--- config.mk ---
export PLATFORM = sky130hd
export DESIGN_NAME = hid_event_fifo
export DESIGN_NICKNAME = d
export VERILOG_FILES = /design/src/rtl/hid_event_pkg.sv /design/src/rtl/hid_event_chan.sv /design/src/rtl/hid_event_fifo.sv
export SDC_FILE = /design/constraint.sdc
export NUM_CORES = 1
export LEC_CHECK = 0
export BUFFER_PORTS_ARGS = -buffer_cell sky130_fd_sc_hd__buf_4
export CORE_AREA = 2 2 344 346
export DETAILED_ROUTE_END_ITERATION = 8
export DIE_AREA = 0 0 346 348
export PLACE_DENSITY_LB_ADDON = 0.12
export SYNTH_ARGS = -nofsm -noshare
export SYNTH_HDL_FRONTEND = slang
export SYNTH_SLANG_ARGS = --single-unit
--- constraint.sdc ---
create_clock -name clk_i -period 15.26 [get_ports clk_i]
set_input_delay 3.052 -clock clk_i [delete_from_list [all_inputs] [get_ports clk_i]]
set_output_delay 3.052 -clock clk_i [all_outputs]
set_load 0.03 [all_outputs]
--- src/rtl/hid_event_pkg.sv ---
// rtl/hid_event_pkg.sv - shared constants and types for the HID event queue
//
// Register offset select (hid_addr[3]), STATUS/CTRL bit positions, the status
// word layout and the timestamp width. No ports.
package hid_event_pkg;

  // hid_addr[3] selects the register within a channel window
  localparam logic DATA_OFS = 1'b0;
  localparam logic CTRL_OFS = 1'b1;

  // STATUS read bit positions
  localparam int ST_EMPTY     = 0;
  localparam int ST_FULL      = 1;
  localparam int ST_OVF       = 2;
  localparam int ST_MASK      = 8;
  localparam int ST_COUNT_LSB = 48;

  // CTRL write bit positions
  localparam int CTRL_FLUSH   = 0;
  localparam int CTRL_CLR_OVF = 1;
  localparam int CTRL_MASK    = 8;

  localparam int TS_W = 31;

  typedef struct packed {
    logic [15:0] count;
    logic [38:0] rsvd_hi;
    logic        irq_mask;
    logic [4:0]  rsvd_lo;
    logic        overflow;
    logic        full;
    logic        empty;
  } status_t;

endpackage

--- src/rtl/hid_event_chan.sv ---
// rtl/hid_event_chan.sv - one event channel: storage, pointers, count, overflow, irq mask
//
// Ports:
//   clk_i, rst_i          clock, asynchronous active-high reset
//   push, push_data       event strobe and payload (payload may carry a timestamp)
//   pop                   advance head (ignored when empty)
//   flush                 empty the queue; a coincident push is discarded
//   clr_ovf               clear the sticky overflow flag
//   mask_we, mask_in      load irq_mask
//   head_data             entry at head (undefined when empty)
//   count, empty, full    occupancy
//   overflow, irq_mask    sticky drop flag, interrupt enable
module hid_event_chan #(
  parameter int DEPTH = 16,
  parameter int AW    = $clog2(DEPTH),
  parameter int SW    = 32
) (
  input  logic          clk_i,
  input  logic          rst_i,
  input  logic          push,
  input  logic [SW-1:0] push_data,
  input  logic          pop,
  input  logic          flush,
  input  logic          clr_ovf,
  input  logic          mask_we,
  input  logic          mask_in,
  output logic [SW-1:0] head_data,
  output logic [AW:0]   count,
  output logic          empty,
  output logic          full,
  output logic          overflow,
  output logic          irq_mask
);

  localparam logic [AW:0]   FULL_CNT = (AW+1)'(DEPTH);
  localparam logic [AW:0]   CNT_ONE  = (AW+1)'(1);
  localparam logic [AW-1:0] PTR_ONE  = AW'(1);

  logic [SW-1:0] mem [DEPTH];
  logic [AW-1:0] head_q;
  logic [AW-1:0] tail_q;
  logic [AW:0]   count_q;
  logic          ovf_q;
  logic          mask_q;
  logic          do_pop;
  logic          do_push;

  assign empty = (count_q == '0);
  assign full  = (count_q == FULL_CNT);

  // A pop in the same cycle frees a slot, so a push into a full queue survives.
  assign do_pop  = pop & ~empty;
  assign do_push = push & (~full | do_pop);

  always_ff @(posedge clk_i or posedge rst_i) begin
    if (rst_i) begin
      head_q  <= '0;
      tail_q  <= '0;
      count_q <= '0;
      ovf_q   <= 1'b0;
      mask_q  <= 1'b0;
    end else begin
      if (flush) begin
        head_q  <= '0;
        tail_q  <= '0;
        count_q <= '0;
      end else begin
        if (do_push) tail_q <= tail_q + PTR_ONE;
        if (do_pop)  head_q <= head_q + PTR_ONE;
        case ({do_push, do_pop})
          2'b10:   count_q <= count_q + CNT_ONE;
          2'b01:   count_q <= count_q - CNT_ONE;
          default: count_q <= count_q;
        endcase
      end
      // A fresh drop outranks a clear in the same cycle so it is never lost.
      if (push & ~do_push & ~flush) ovf_q <= 1'b1;
      else if (clr_ovf)             ovf_q <= 1'b0;
      if (mask_we) mask_q <= mask_in;
    end
  end

  // Storage carries no reset so it can map onto plain RAM.
  always_ff @(posedge clk_i) begin
    if (do_push & ~flush) mem[tail_q] <= push_data;
  end

  assign head_data = mem[head_q];
  assign count     = count_q;
  assign overflow  = ovf_q;
  assign irq_mask  = mask_q;

endmodule

--- src/rtl/hid_event_fifo.sv ---
// rtl/hid_event_fifo.sv - multi-channel HID event queue with hid_* register bus
//
// Optional feature macro: HID_EVENT_TIMESTAMP_EN (31-bit cycle timestamp per event).
//
// Ports:
//   clk_i, rst_i   clock, asynchronous active-high reset
//   ev_valid_i     per-channel push strobe
//   ev_data_i      channel c payload at [c*DW +: DW]
//   hid_en         bus access strobe
//   hid_we         byte write enables, any set bit means write
//   hid_addr       [7:4] channel, [3] 0=DATA 1=CTRL/STATUS
//   hid_wrdata     write data
//   hid_rddata     registered read data, holds while hid_en is low
//   irq_o          registered OR of (non-empty & irq_mask) over channels
module hid_event_fifo
  import hid_event_pkg::*;
#(
  parameter int NCH   = 2,
  parameter int DW    = 32,
  parameter int DEPTH = 16,
  parameter int AW    = $clog2(DEPTH)
) (
  input  logic              clk_i,
  input  logic              rst_i,
  input  logic [NCH-1:0]    ev_valid_i,
  input  logic [NCH*DW-1:0] ev_data_i,
  input  logic              hid_en,
  input  logic [7:0]        hid_we,
  input  logic [7:0]        hid_addr,
  input  logic [63:0]       hid_wrdata,
  output logic [63:0]       hid_rddata,
  output logic              irq_o
);

`ifdef HID_EVENT_TIMESTAMP_EN
  localparam int SW = DW + TS_W;
  logic [TS_W-1:0] ts_q;

  always_ff @(posedge clk_i or posedge rst_i) begin
    if (rst_i) ts_q <= '0;
    else       ts_q <= ts_q + TS_W'(1);
  end
`else
  localparam int SW = DW;
`endif

  logic       bus_wr;
  logic [3:0] ch_sel;
  logic       is_ctrl;
  logic       is_data;
  logic [63:0] data_word [NCH];
  logic [63:0] stat_word [NCH];
  logic [NCH-1:0] irq_req;
  logic [63:0] rd_next;
  logic        unused_bits;

  assign bus_wr  = hid_en & (|hid_we);
  assign ch_sel  = hid_addr[7:4];
  assign is_ctrl = (hid_addr[3] == CTRL_OFS);
  assign is_data = (hid_addr[3] == DATA_OFS);
  assign unused_bits = &{1'b0, hid_addr[2:0], hid_wrdata[63:9], hid_wrdata[7:2]};

  function automatic logic [63:0] fmt_data(input logic empty, input logic [SW-1:0] head);
    logic [63:0] w;
    w = '0;
    if (!empty) begin
      w[63]     = 1'b1;
      w[DW-1:0] = head[DW-1:0];
`ifdef HID_EVENT_TIMESTAMP_EN
      w[32 +: TS_W] = head[DW +: TS_W];
`else
      w[32 +: TS_W] = '0;
`endif
    end
    return w;
  endfunction

  function automatic logic [63:0] fmt_status(input logic [AW:0] cnt, input logic mask,
                                              input logic ovf, input logic full, input logic empty);
    status_t s;
    s = '0;
    s[ST_COUNT_LSB +: 16] = 16'(cnt);
    s[ST_MASK]  = mask;
    s[ST_OVF]   = ovf;
    s[ST_FULL]  = full;
    s[ST_EMPTY] = empty;
    return s;
  endfunction

  for (genvar c = 0; c < NCH; c++) begin : g_ch
    logic          sel;
    logic [SW-1:0] push_data;
    logic [SW-1:0] head_data;
    logic [AW:0]   count;
    logic          empty, full, overflow, irq_mask;

    assign sel = bus_wr && (ch_sel == 4'(c));
`ifdef HID_EVENT_TIMESTAMP_EN
    assign push_data = {ts_q, ev_data_i[c*DW +: DW]};
`else
    assign push_data = ev_data_i[c*DW +: DW];
`endif

    hid_event_chan #(.DEPTH(DEPTH), .AW(AW), .SW(SW)) u_chan (
      .clk_i     (clk_i),
      .rst_i     (rst_i),
      .push      (ev_valid_i[c]),
      .push_data (push_data),
      .pop       (sel & is_data),
      .flush     (sel & is_ctrl & hid_wrdata[CTRL_FLUSH]),
      .clr_ovf   (sel & is_ctrl & hid_wrdata[CTRL_CLR_OVF]),
      .mask_we   (sel & is_ctrl),
      .mask_in   (hid_wrdata[CTRL_MASK]),
      .head_data (head_data),
      .count     (count),
      .empty     (empty),
      .full      (full),
      .overflow  (overflow),
      .irq_mask  (irq_mask)
    );

    assign data_word[c] = fmt_data(empty, head_data);
    assign stat_word[c] = fmt_status(count, irq_mask, overflow, full, empty);
    assign irq_req[c]   = ~empty & irq_mask;
  end

  // Channels at or above NCH match no arm and read as zero.
  always_comb begin
    rd_next = '0;
    for (int c = 0; c < NCH; c++) begin
      if (ch_sel == 4'(c)) rd_next = is_ctrl ? stat_word[c] : data_word[c];
    end
  end

  always_ff @(posedge clk_i or posedge rst_i) begin
    if (rst_i) begin
      hid_rddata <= '0;
      irq_o      <= 1'b0;
    end else begin
      if (hid_en) hid_rddata <= rd_next;
      irq_o <= |irq_req;
    end
  end

endmodule

# [After elaboration in Yosys (flattened, before gate mapping)]
# Memory sizes are Yosys's and may differ from the RTL's.
# Index checks and enable logic that the tools add are counted.
[op_classes] addsub=8 n_eq_ne=7 n_mux=26 n_bitwise=32 n_reduce_logical=15
[op_table] operator="$mux 64" n=6
[op_table] operator="$mux 4" n=8
[op_table] operator="$and 1x1->1" n=21
[op_table] operator="$pmux 5 s2" n=2
[op_table] operator="$add 4x1->4 const B" n=4
[op_table] operator="$reduce_bool 2->1" n=6
[op_table] operator="$add 5x1->5 const B" n=2
[op_table] operator="$eq 5x5->1 const B" n=2
[op_table] operator="$logic_not 5->1" n=2
[op_table] operator="$mux 5" n=2
[op_table] operator="$sub 5x1->5 const B" n=2
[op_table] operator="$not 1->1" n=9
[op_table] operator="$mux 1" n=8
[op_table] operator="$reduce_or 8->1" n=1
[op_table] operator="$reduce_bool 3->1" n=2
[op_table] operator="$eq 2x1->1 const B" n=2
[op_table] operator="$eq 2x2->1 const B" n=2
[op_table] operator="$eq 4x1->1 const B" n=1
[op_table] operator="$logic_not 4->1" n=1
[op_table] operator="$logic_and 1x1->1" n=2
[op_table] operator="$or 1x1->1" n=2
[op_table] operator="$reduce_or 2->1" n=1
[totals] register_bits=95 mem_bits_rw=1024 inputBits=149 output_inout_bits=65 word_cells=102 memories=2
[memory_table] memory="g_ch[0].u_chan.mem" words=16 word_bits=32 rd=1 rd_clocked_by_memory_dff=0 write_ports=1 line="hid_event_chan.sv:39" text="logic [SW-1:0] mem [DEPTH];"
[memory_table] memory="g_ch[1].u_chan.mem" words=16 word_bits=32 rd=1 rd_clocked_by_memory_dff=0 write_ports=1 line="hid_event_chan.sv:39"

# [Logic depth before layout (Yosys ltp)]
# Gate-level depths: netlist (run 1).
[logic_depth] word_depth=11 ltp_mapped=12 ltp_nobuf=10

# [By module]
# Synthesis (run 1) repeated with hierarchy kept, for this count alone.
[unflattened] cells_unflattened=1916 area_unflattened_um2=42846.1
[modules_own_cells] module="hid_event_chan (g_ch[0].u_chan)" instances=1 cells_per_inst=840 area_per_inst_um2=20302.0
[modules_own_cells] module="hid_event_chan (g_ch[1].u_chan)" instances=1 cells_per_inst=840 area_per_inst_um2=20300.7
[modules_own_cells] module="hid_event_fifo" instances=1 cells_per_inst=236 area_per_inst_um2=2243.4

# [Worst setup path before layout (run 1)]
# No wires, ideal clock.
[synth_path] path_type="in2reg" startpoint="in hid_we[5]" endpoint="mem g_ch[1].u_chan.mem[7][0] (enable)" setup_time_ps=513 t_arrival_ps=7678 required_ps=14747 setup_slack_ps=7069 stages=6 path_cell_list="or4_4 o21ai_2 or3_1 buf_2 nand3_2 nor4b_1"
[synth_between] elab_chain_len=10 word_cells_on_any_way=13 cone_classes="mux (2); bitwise (9); reduce/logical (2)"
[synth_rtl] element="start: declaration" line="hid_event_fifo.sv:28" text="input logic [7:0] hid_we,"
[synth_rtl] element="$reduce_or 8->1 (*)" line="hid_event_fifo.sv:57" text="assign bus_wr = hid_en & (|hid_we);"
[synth_rtl] element="$and 1x1->1 (*)" line="hid_event_fifo.sv:57"
[synth_rtl] element="$logic_and 1x1->1 (*)" line="hid_event_fifo.sv:97" text="assign sel = bus_wr && (ch_sel == 4'(c));"
[synth_rtl] element="$and 1x1->1" line="hid_event_fifo.sv:109" text=".pop (sel & is_data),"
[synth_rtl] element="$and 1x1->1" line="hid_event_chan.sv:52" text="assign do_pop = pop & ~empty;"
[synth_rtl] element="$or 1x1->1" line="hid_event_chan.sv:53" text="assign do_push = push & (~full | do_pop);"
[synth_rtl] element="$and 1x1->1" line="hid_event_chan.sv:53"
[synth_rtl] element="$and 1x1->1 (*)" line="hid_event_chan.sv:85" text="if (do_push & ~flush) mem[tail_q] <= push_data;"
[synth_rtl] element="$mux 1 (*)" line="hid_event_chan.sv:85"
[synth_rtl] element="$mux 1 (implied by the code) (*)" line="hid_event_chan.sv:85"
[synth_rtl] element="end: declaration" line="hid_event_chan.sv:39"
# Every way passes the cells marked *; elsewhere a longest branch is shown, timed or not.

# [Worst setup path in the final report (run 1)]
[layout_path] startpoint="in hid_en" endpoint="mem g_ch[0].u_chan.mem[15][15] (enable)"
[layout_between] elab_chain_len=9 word_cells_on_any_way=12 cone_classes="mux (2); bitwise (9); reduce/logical (1)"
[layout_rtl] element="start: declaration" line="hid_event_fifo.sv:27" text="input logic hid_en,"
[layout_rtl] element="$and 1x1->1 (*)" line="hid_event_fifo.sv:57"
[layout_rtl] element="$logic_and 1x1->1 (*)" line="hid_event_fifo.sv:97"
[layout_rtl] element="$and 1x1->1" line="hid_event_fifo.sv:109"
[layout_rtl] element="$and 1x1->1" line="hid_event_chan.sv:52"
[layout_rtl] element="$or 1x1->1" line="hid_event_chan.sv:53"
[layout_rtl] element="$and 1x1->1" line="hid_event_chan.sv:53"
[layout_rtl] element="$and 1x1->1 (*)" line="hid_event_chan.sv:85"
[layout_rtl] element="$mux 1 (*)" line="hid_event_chan.sv:85"
[layout_rtl] element="$mux 1 (implied by the code) (*)" line="hid_event_chan.sv:85"
[layout_rtl] element="end: declaration" line="hid_event_chan.sv:39"
# Marked as above.

==> results.ini, run 1 <==
[setup_path]
cp_max_fo = 72
crit_arrival_ns = 6.23
crit_type = in -> reg
required_ns = 15.59
critPathLaunchType = input pin
cp-end-kind = flop

[routing]
first_pass_iters = 5
vias_per_cell = 5.39
wl_per_cell_um = 27.5
drt_iter0_drc = 1917
drc_errors = 0
num_vias = 21000
postRouteAntennaNets = 0
routed_wl_mm = 107

[cells_and_area]
synthToLayoutAreaGrowth_pct = 14.9
fillers = 10300
final_cells = 3891
drive_above_1_share_pct = 28.4
nets = 2420

[global_route]
antenna_found_initial = 5
grt_first_pass_wirelength_mm = 154
grt_usage_pct = 17.7
grt_overflow = 0
grt_max_degree = 73
grt_pass1_vias = 21900

[hold_path]
hold_class = reg -> reg

[yosys]
synthFlopType = edfxtp_1
ys_warn_count = 0
synthCells = 2077
seq_area_frac_synth_pct = 75.8
ys_ff_latch = 1093
synth_edf_count = 1024
postSynthAreaPerCell_sq_um = 20.6
synth.distinct_cells = 79
ys_async_sr_fraction_pct = 6.31
syn_area_sq_um = 42900

[place]
port_buffers = 123
dp_cells = 3677
dp_hpwl_mm = 58.6
place_congestion = 0.789

[power]
combPwrFrac_pct = 18.6
ir_worst_vdd_v = 0.000110
finalPower_mw = 7.81
power.switching_mw = 2.07
clock_power_share_pct = 34.1
leakage_nw = 15.6
p_int_mw = 5.74
p_per_area_nw_per_um2 = 159
seq_power_share_pct = 47.4
swShare_pct = 26.5

[timing]
finalSetupViolations = 0
slew_violations = 0
max_freq_mhz = 169
period_minus_slack_ns = 5.90
fin_setup_tns_ns = 0
hold_ws_ns = 0.491
timing.slew.headroom_pct = 31.8
period_share_pct = 38.7
rsz0062_at_grt = false
tightestPinTransition_ns = 1.02
finalHoldViolCount = 0
finClkSkew_ns = 0.0141

[clocking]
postCtsSetupRepairBufs = 0
htreeDepth = 3
clk_path_buf_depth = 3
root_buffer = clkbuf_16
clk_pin_slew_worst_paths_ns = 0.06
cts_hold_buf = 0
cts_resized = 0
cts-buffers-inserted = 114
clk_latency_ns = 0.69
cts_tree = yes
cts.sinks = 1093

[floorplan]
dieArea_sq_um = 120000
num_rows = 126
start_util_pct = 36.7
die_h_um = 348
die_x_um = 346
ioPinCount = 214
core_area_sq_um = 117000

[flow_run]
drv_cap = 0

[run_status]
status = finished clean

-- metrics by stage --
| step | instance area (sq um) | util, % | setup slack, ns |
|---|---|---|---|
| floorplan | 43000 | - | 7.07 |
| global placement | 45700 | 39.1 | 8.72 |
| detailed placement | 45700 | 39.1 | 8.65 |
| CTS | 49300 | 42.1 | 9.38 |
| global route | 49300 | 42.1 | 9.15 |
| finish | 49300 | 42.1 | 9.36 |
-- state kept, by name, summed over array words and instances (netlist names) --
register / count
g_ch.u_chan.tail_q: 8
g_ch.u_chan.count: 10
g_ch.u_chan.irq_mask: 2
hid_rddata: 38
g_ch.u_chan.mem: 1024
irq_o: 1
g_ch.u_chan.head_q: 8
g_ch.u_chan.overflow: 2
-- area by class of cell --
type / count / area (sq um) / share of cell area (%)
inverter: 22 / 83.8 / 0.170
tap: 1536 / 1920 / 3.90
multi-input combinational: 840 / 9820 / 19.9
clock buffer: 144 / 3010 / 6.10
clock inverter: 69 / 556 / 1.13
antenna: 1 / 2.50 / 0.00508
timing repair buffer: 186 / 1400 / 2.83
sequential: 1093 / 32500 / 65.9
-- metal layers --
layer  track usage [%]  routed length, um  vias up
met5                 0                 54        -
met4              4.96               2310        8
met3              2.61               5520      130
met2              28.1              50300      577
met1              25.5              48900    11200
li1                  -                  -     9008
-- synthesized netlist by cell type (all sizes together), types with 20 or more instances --
master	n	area, sq um
dfrtp	69	1730
a21oi	107	539
nor2	49	194
mux2i	44	440
nor3	20	105
mux4	255	5740
edfxtp	1024	30700
nand2	22	85.1
a22oi	86	646
clkbuf	46	173
buf	101	593
inv	22	82.6
nand3	27	145
o21ai	51	259
-- worst paths after layout --
check	startpoint	endpoint	slack [ns]	cells after the start
max in group asynchronous	rst_i	g_ch[0].u_chan.head_q[1]	11.84	3
setup reg to reg	g_ch[0].u_chan.head_q[0]	hid_rddata[27]	10.61	8
setup / recovery	hid_en	g_ch[0].u_chan.mem[15][15]	9.36	8
min in group asynchronous	rst_i	hid_rddata[6]	2.67	3
hold / removal	hid_rddata[50]	hid_rddata[50]	0.49	1
hold reg to reg	hid_rddata[50]	hid_rddata[50]	0.49	1
-- kinds of logic after synthesis --
group | synth area share (%)
AOI/OAI and AO/OA | 4.63
xor gates and xnor gates | 0.163
adders and majority gates | 0.409
buffers and inverters | 1.98
DFF | 75.8
muxes | 14.6
other | 0.00875
and+or+nand+nor | 2.43
-- cell usage in the layout (no fill, tap or decap), types with 6 or more instances in the layout --
cell          n
a21o_1        7
a21oi_1     106
a22oi_1      86
and2_2       12
buf_4       186
bufinv_16     8
clkbuf_1     28
clkbuf_16   116
clkinv_1     34
clkinv_2     18
conb_1       26
dfrtp_1      64
edfxtp_1   1024
ha_1         14
inv_1        19
mux2_2        7
mux2i_1      44
mux4_2      255
nand2_1      21
nand2b_1      7
nand3_1      25
nor2_1       44
nor3_1       15
nor4_1        9
nor4_2        8
o21ai_0      47
o22ai_1       7
xnor2_1       6
-- power groups by stage --
stage / Combinational [mW] / Clock (mW) / Sequential (mW)
floorplan: 1.09 / 0 / 3.69
global placement: 1.47 / 0 / 3.75
detailed placement: 1.49 / 0 / 3.77
CTS: 1.49 / 2.73 / 3.71
global route: 1.57 / 2.85 / 3.73
finish: 1.45 / 2.66 / 3.70
-- critical path, cell delays in order --
cell and delay (ns):
buf_4 0.55, inv_2 0.22, a21oi_1 0.19, buf_4 0.27
a21oi_2 0.16, or4b_4 0.64, nor2_4 0.55, buf_4 0.53
(Power assumes the default switching activity.)
==> run 2: changes to the inputs <==
==> constraint.sdc (replaced) <==
create_clock -name clk_i -period 6.2 [get_ports clk_i]
set_input_delay 1.24 -clock clk_i [delete_from_list [all_inputs] [get_ports clk_i]]
set_output_delay 1.24 -clock clk_i [all_outputs]
set_load 0.03 [all_outputs]
==> results.ini, run 2 (synthesis gave the netlist of run 1 again) <==
[global_route]
antenna_found_initial = 6  ; +1
grt.busiest_layer = met2
use_met2_pct = 27.8  ; -0.30 points
grt_first_pass_wirelength_mm = 153  ; -0.65%
grt_usage_pct = 17.5  ; -0.18 points
grt_max_degree = 81  ; +11%
grt_pass1_vias = 21700  ; -0.64%
met1_usage_pct = 24.7  ; -0.79 points
grt_overflow = 0  ; unchanged
grt_use_met3_pct = 3.22  ; +0.61 points

[setup_path]
cp-end-kind = flop
reg2regPathDepth = 6  ; -2
required_ns = 6.52  ; -9.07 ns
critPathLaunchType = input pin
crit_type = in -> reg
crit_arrival_ns = 4.23  ; -2.00 ns
cp_max_fo = 72  ; unchanged

[timing]
tightestPinTransition_ns = 1.09  ; +0.0658 ns
slew_violations = 0  ; unchanged
finalSetupViolations = 0  ; unchanged
period_minus_slack_ns = 3.92
rsz0062_at_grt = false
fin_setup_tns_ns = 0  ; unchanged
timing.slew.headroom_pct = 27.4  ; -4.4 points
hold_ws_ns = 0.490  ; -0.00168 ns
finalHoldViolCount = 0  ; unchanged
max_freq_mhz = 255
period_share_pct = 63.2
worst_slack_ns = 2.28  ; -7.07 ns
finClkSkew_ns = 0.0202  ; +0.00612 ns

[cells_and_area]
largest_reg_flops = 1024  ; unchanged
synthToLayoutAreaGrowth_pct = 15.2
final_util_pct = 42.2  ; +0.095 points
largest_register = g_ch.u_chan.mem
nets = 2417  ; -0.12%
drive_above_1_share_pct = 28.8  ; +0.35 points
final_cells = 3890  ; -0.026%
mostFrequentLayoutCell = edfxtp_1
postLayoutCellArea_sq_um = 49400  ; +0.23%
final_cell_mix = 1,024 x edfxtp_1, 255 x mux4_2, 178 x buf_4

[clocking]
htreeDepth = 3  ; unchanged
clk_path_buf_depth = 3  ; unchanged
cts_resized = 0  ; unchanged
cts_hold_buf = 0  ; unchanged
cts_tree = yes
clk_pin_slew_worst_paths_ns = 0.06  ; about the same
root_buffer = clkbuf_16
cts.sinks = 1093  ; unchanged
cts-buffers-inserted = 115  ; +0.88%
clk_latency_ns = 0.70  ; about the same
postCtsSetupRepairBufs = 0  ; unchanged

[floorplan]
dieArea_sq_um = 120000  ; unchanged
ioPinCount = 214  ; unchanged
die_h_um = 348  ; unchanged
num_rows = 126  ; unchanged
core_area_sq_um = 117000  ; unchanged
start_util_pct = 36.7  ; unchanged
die_x_um = 346  ; unchanged

[place]
dp_hpwl_mm = 59.0  ; +0.70%
post_dp_cell_area_sq_um = 45700  ; about the same
place_congestion = 0.787  ; -0.28%
dp_cells = 3673  ; -0.11%
port_buffers = 123  ; unchanged
dp_slack_ns = 1.54  ; -7.11 ns

[routing]
vias_per_cell = 5.38  ; about the same
num_vias = 20900  ; -0.086%
drt_iter0_drc = 1609  ; -16%
routed_wl_mm = 105  ; -1.8%
postRouteAntennaNets = 0  ; unchanged
wl_per_cell_um = 27.0  ; -1.8%
first_pass_iters = 5  ; unchanged
drc_errors = 0  ; unchanged

[power]
finalPower_mw = 19.3  ; +150%
leakage_nw = 15.6  ; +0.20%
ir_worst_vdd_v = 0.000262  ; +140%
p_per_area_nw_per_um2 = 391  ; +150%

[hold_path]
holdPathStages = 1  ; unchanged
hold_class = reg -> reg

[run_status]
status = finished clean

[flow_run]
drv_cap = 0  ; unchanged

==> run 2: cell types whose count changed in the layout (fill, tap and decap cells not counted), sizes merged <==
cell and change:
inv -1, clkinvlp +2, bufinv -1, clkinv -10, clkbuf +13, buf -4
==> run 2: power by group <==
group	leakage (nW)	total, mW	switching [mW]	internal [mW]
sequential	10.1	9.18	0.436	8.75
clock	1.77	6.62	2.82	3.80
combinational	3.73	3.50	1.85	1.65
==> run 2: worst paths after layout <==
kind | from | end | slack (ns)
setup reg to reg | g_ch[0].u_chan.count[1] | g_ch[0].u_chan.mem[15][17] | 2.78
hold reg to reg | hid_rddata[50] | hid_rddata[50] | 0.49
min in group asynchronous | rst_i | hid_rddata[10] | 0.84
max in group asynchronous | rst_i | g_ch[0].u_chan.head_q[0] | 4.63
setup / recovery | hid_en | g_ch[0].u_chan.mem[15][17] | 2.28
hold / removal | hid_rddata[50] | hid_rddata[50] | 0.49
==> run 2: layout make-up <==
type | instances | area [sq um]
multi-input cells | 840 | 9820
well taps | 1536 | 1920
inverters | 22 | 83.8
fillers | 10200 | 67600
clock inverters | 59 | 549
repair buffers | 182 | 1420
diodes | 1 | 2.50
clock buffers | 157 | 3110
flip-flops and latches | 1093 | 32500
==> run 2: metal layers <==
layer | vias up | routed length [um]
met1 | 11200 | 47200
met3 | 129 | 5680
met2 | 571 | 49700
met5 | - | 60
li1 | 9000 | -
met4 | 10 | 2520
==> run 2: critical path: stages <==
cell and delay [ns]:
buf_4 0.55, inv_2 0.22, a21oi_1 0.18, buf_4 0.27
a21oi_2 0.15, or4b_4 0.63, nor2_4 0.39, buf_4 0.53
==> run 3: changes to the inputs <==
==> constraint.sdc (replaced) <==
create_clock -name clk_i -period 3.4 [get_ports clk_i]
set_input_delay 0.68 -clock clk_i [delete_from_list [all_inputs] [get_ports clk_i]]
set_output_delay 0.68 -clock clk_i [all_outputs]
set_load 0.03 [all_outputs]
==> results.ini, run 3 (synthesis gave the netlist of run 1 again) <==
[cells_and_area]
nets = 2495  ; +3.2%
mostFrequentLayoutCell = edfxtp_1
antennaDiodeCount = 0  ; -1
fillers = 10200  ; -0.42%
synthToLayoutAreaGrowth_pct = 18.2
largest_register = g_ch.u_chan.mem
drive_above_1_share_pct = 31.2  ; +2.4 points
largest_reg_flops = 1024  ; unchanged
final_cell_mix = 1,024 x edfxtp_1, 255 x mux4_2, 211 x buf_4

[global_route]
grt_pass1_vias = 22300  ; +2.8%
grt_first_pass_wirelength_mm = 153  ; +0.12%
met1_usage_pct = 24.8  ; +0.16 points
grt.busiest_layer = met2
grt_use_met3_pct = 2.78  ; -0.44 points
use_met2_pct = 27.7  ; -0.16 points
antenna_found_initial = 6  ; unchanged
grt_overflow = 0  ; unchanged
grt_usage_pct = 17.4  ; -0.098 points
grt_max_degree = 56  ; -31%

[timing]
tightestPinTransition_ns = 1.07  ; -0.0177 ns
period_minus_slack_ns = 3.03
period_share_pct = 89.1
worst_slack_ns = 0.371  ; -1.91 ns
finalHoldViolCount = 0  ; unchanged
fin_setup_tns_ns = 0  ; unchanged
slew_violations = 0  ; unchanged
finalSetupViolations = 0  ; unchanged
timing.slew.headroom_pct = 28.3  ; +0.95 points
max_freq_mhz = 330
finClkSkew_ns = 0.0151  ; -0.00517 ns
rsz0062_at_grt = false

[floorplan]
num_rows = 126  ; unchanged
start_util_pct = 36.7  ; unchanged
core_area_sq_um = 117000  ; unchanged
die_x_um = 346  ; unchanged
ioPinCount = 214  ; unchanged
die_h_um = 348  ; unchanged
dieArea_sq_um = 120000  ; unchanged

[routing]
routed_wl_mm = 105  ; -0.60%
vias_per_cell = 5.34  ; -0.78%
postRouteAntennaNets = 0  ; unchanged
num_vias = 21200  ; +1.1%
drt_iter0_drc = 1933  ; +20%
drc_errors = 0  ; unchanged
first_pass_iters = 5  ; unchanged
wl_per_cell_um = 26.4  ; -2.5%

[setup_path]
cp-endpoint = g_ch[0].u_chan.count[4]
startpoint = g_ch[0].u_chan.count[1]
r2r_end = g_ch[0].u_chan.count[4]
cp-end-kind = flop
regToRegStartpoint = g_ch[0].u_chan.count[1]
cp_max_fo = 9  ; -88%
crit_arrival_ns = 3.60  ; -0.63 ns
reg2reg_setup_slack_ns = 0.37  ; -2.41 ns
critPathLaunchType = flop
reg2regPathDepth = 9  ; +3
required_ns = 3.97  ; -2.55 ns
crit_type = reg -> reg

[place]
dp_hpwl_mm = 63.3  ; +7.3%
place_congestion = 0.819  ; +4.0%
dp_slack_ns = 0.117  ; -1.42 ns
port_buffers = 123  ; unchanged

[clocking]
clk_latency_ns = 0.68  ; -0.02 ns
cts_tree = yes
cts_hold_buf = 0  ; unchanged
cts-buffers-inserted = 115  ; unchanged
clk_pin_slew_worst_paths_ns = 0.06  ; about the same
cts.sinks = 1093  ; unchanged
htreeDepth = 3  ; unchanged
postCtsSetupRepairBufs = 0  ; unchanged
clk_path_buf_depth = 3  ; unchanged
root_buffer = clkbuf_16
cts_resized = 0  ; unchanged

[run_status]
status = finished clean

[hold_path]
hold_class = in -> async

[power]
leakage_nw = 16.2  ; +3.7%
ir_worst_vdd_v = 0.000470  ; +80%
p_per_area_nw_per_um2 = 709  ; +81%

[flow_run]
drv_cap = 0  ; unchanged

run 3: changes by cell type in the layout (fill, tap and decap cells not counted), sizes merged:
cell    previous run  this run
bufinv             7         8
buf              182       260
clkbuf           157       158
diode              1         0
clkinv            45        43
inv               24        22
run 3: worst min path at each step:
stage | startpoint | to | slack [ns] | depth (start not counted)
3_3_place_gp | hid_rddata[51] | hid_rddata[51] | 0.48 | 1
4_1_cts | rst_i | g_ch[0].u_chan.tail_q[1] | 0.17 | 2
6_report | rst_i | g_ch[1].u_chan.count[4] | 0.21 | 2
5_1_grt | rst_i | hid_rddata[0] | 0.23 | 2
3_5_place_dp | hid_rddata[50] | hid_rddata[50] | 0.47 | 1
2_1_floorplan | g_ch[0].u_chan.overflow | g_ch[0].u_chan.overflow | 0.46 | 1
run 3: worst max-delay path: stages, from the launching register on:
cell and delay (ns):
dfrtp_1 0.49, or4_4 0.62, o211a_1 0.31, nand3_2 0.19, inv_2 0.07, ha_1 0.33
a31oi_1 0.26, a31oi_2 0.07, a211o_1 0.30, a32o_1 0.25
run 3: metrics by stage:
step	instance area [sq um]	util [%]	power, mW	instances	hold slack, ns
finish	50700	43.3	35.9	3965	0.206
global route	50700	43.3	37.5	3965	0.229
detailed placement	47000	40.2	24.2	3751	0.475
floorplan	43100	-	21.5	2102	0.455
CTS	50700	43.3	36.5	3965	0.174
global placement	47000	40.2	24.1	3751	0.476
run 3: routing by layer:
| layer | wire, um | share of wire, % |
|---|---|---|
| met1 | 47600 | 46 |
| met2 | 49300 | 47 |
| met3 | 4920 | 4.7 |
| met4 | 2610 | 2.5 |
| met5 | 65 | 0.062 |
run 3: report_power, final:
part	internal [mW]	total, mW	leakage, nW	switching [mW]
registers	15.9	16.5	10.1	0.517
logic	3.45	7.24	4.28	3.78
clock network	7.15	12.2	1.80	5.07
run 3: layout make-up:
type | count | area (sq um) | area share [%]
clock buffers | 158 | 3200 | 6.32
clock inverters | 56 | 474 | 0.936
repair buffers | 260 | 2560 | 5.06
flip-flops and latches | 1093 | 32500 | 64.1
well taps | 1536 | 1920 | 3.79
inverters | 22 | 83.8 | 0.165
multi-input cells | 840 | 9940 | 19.6
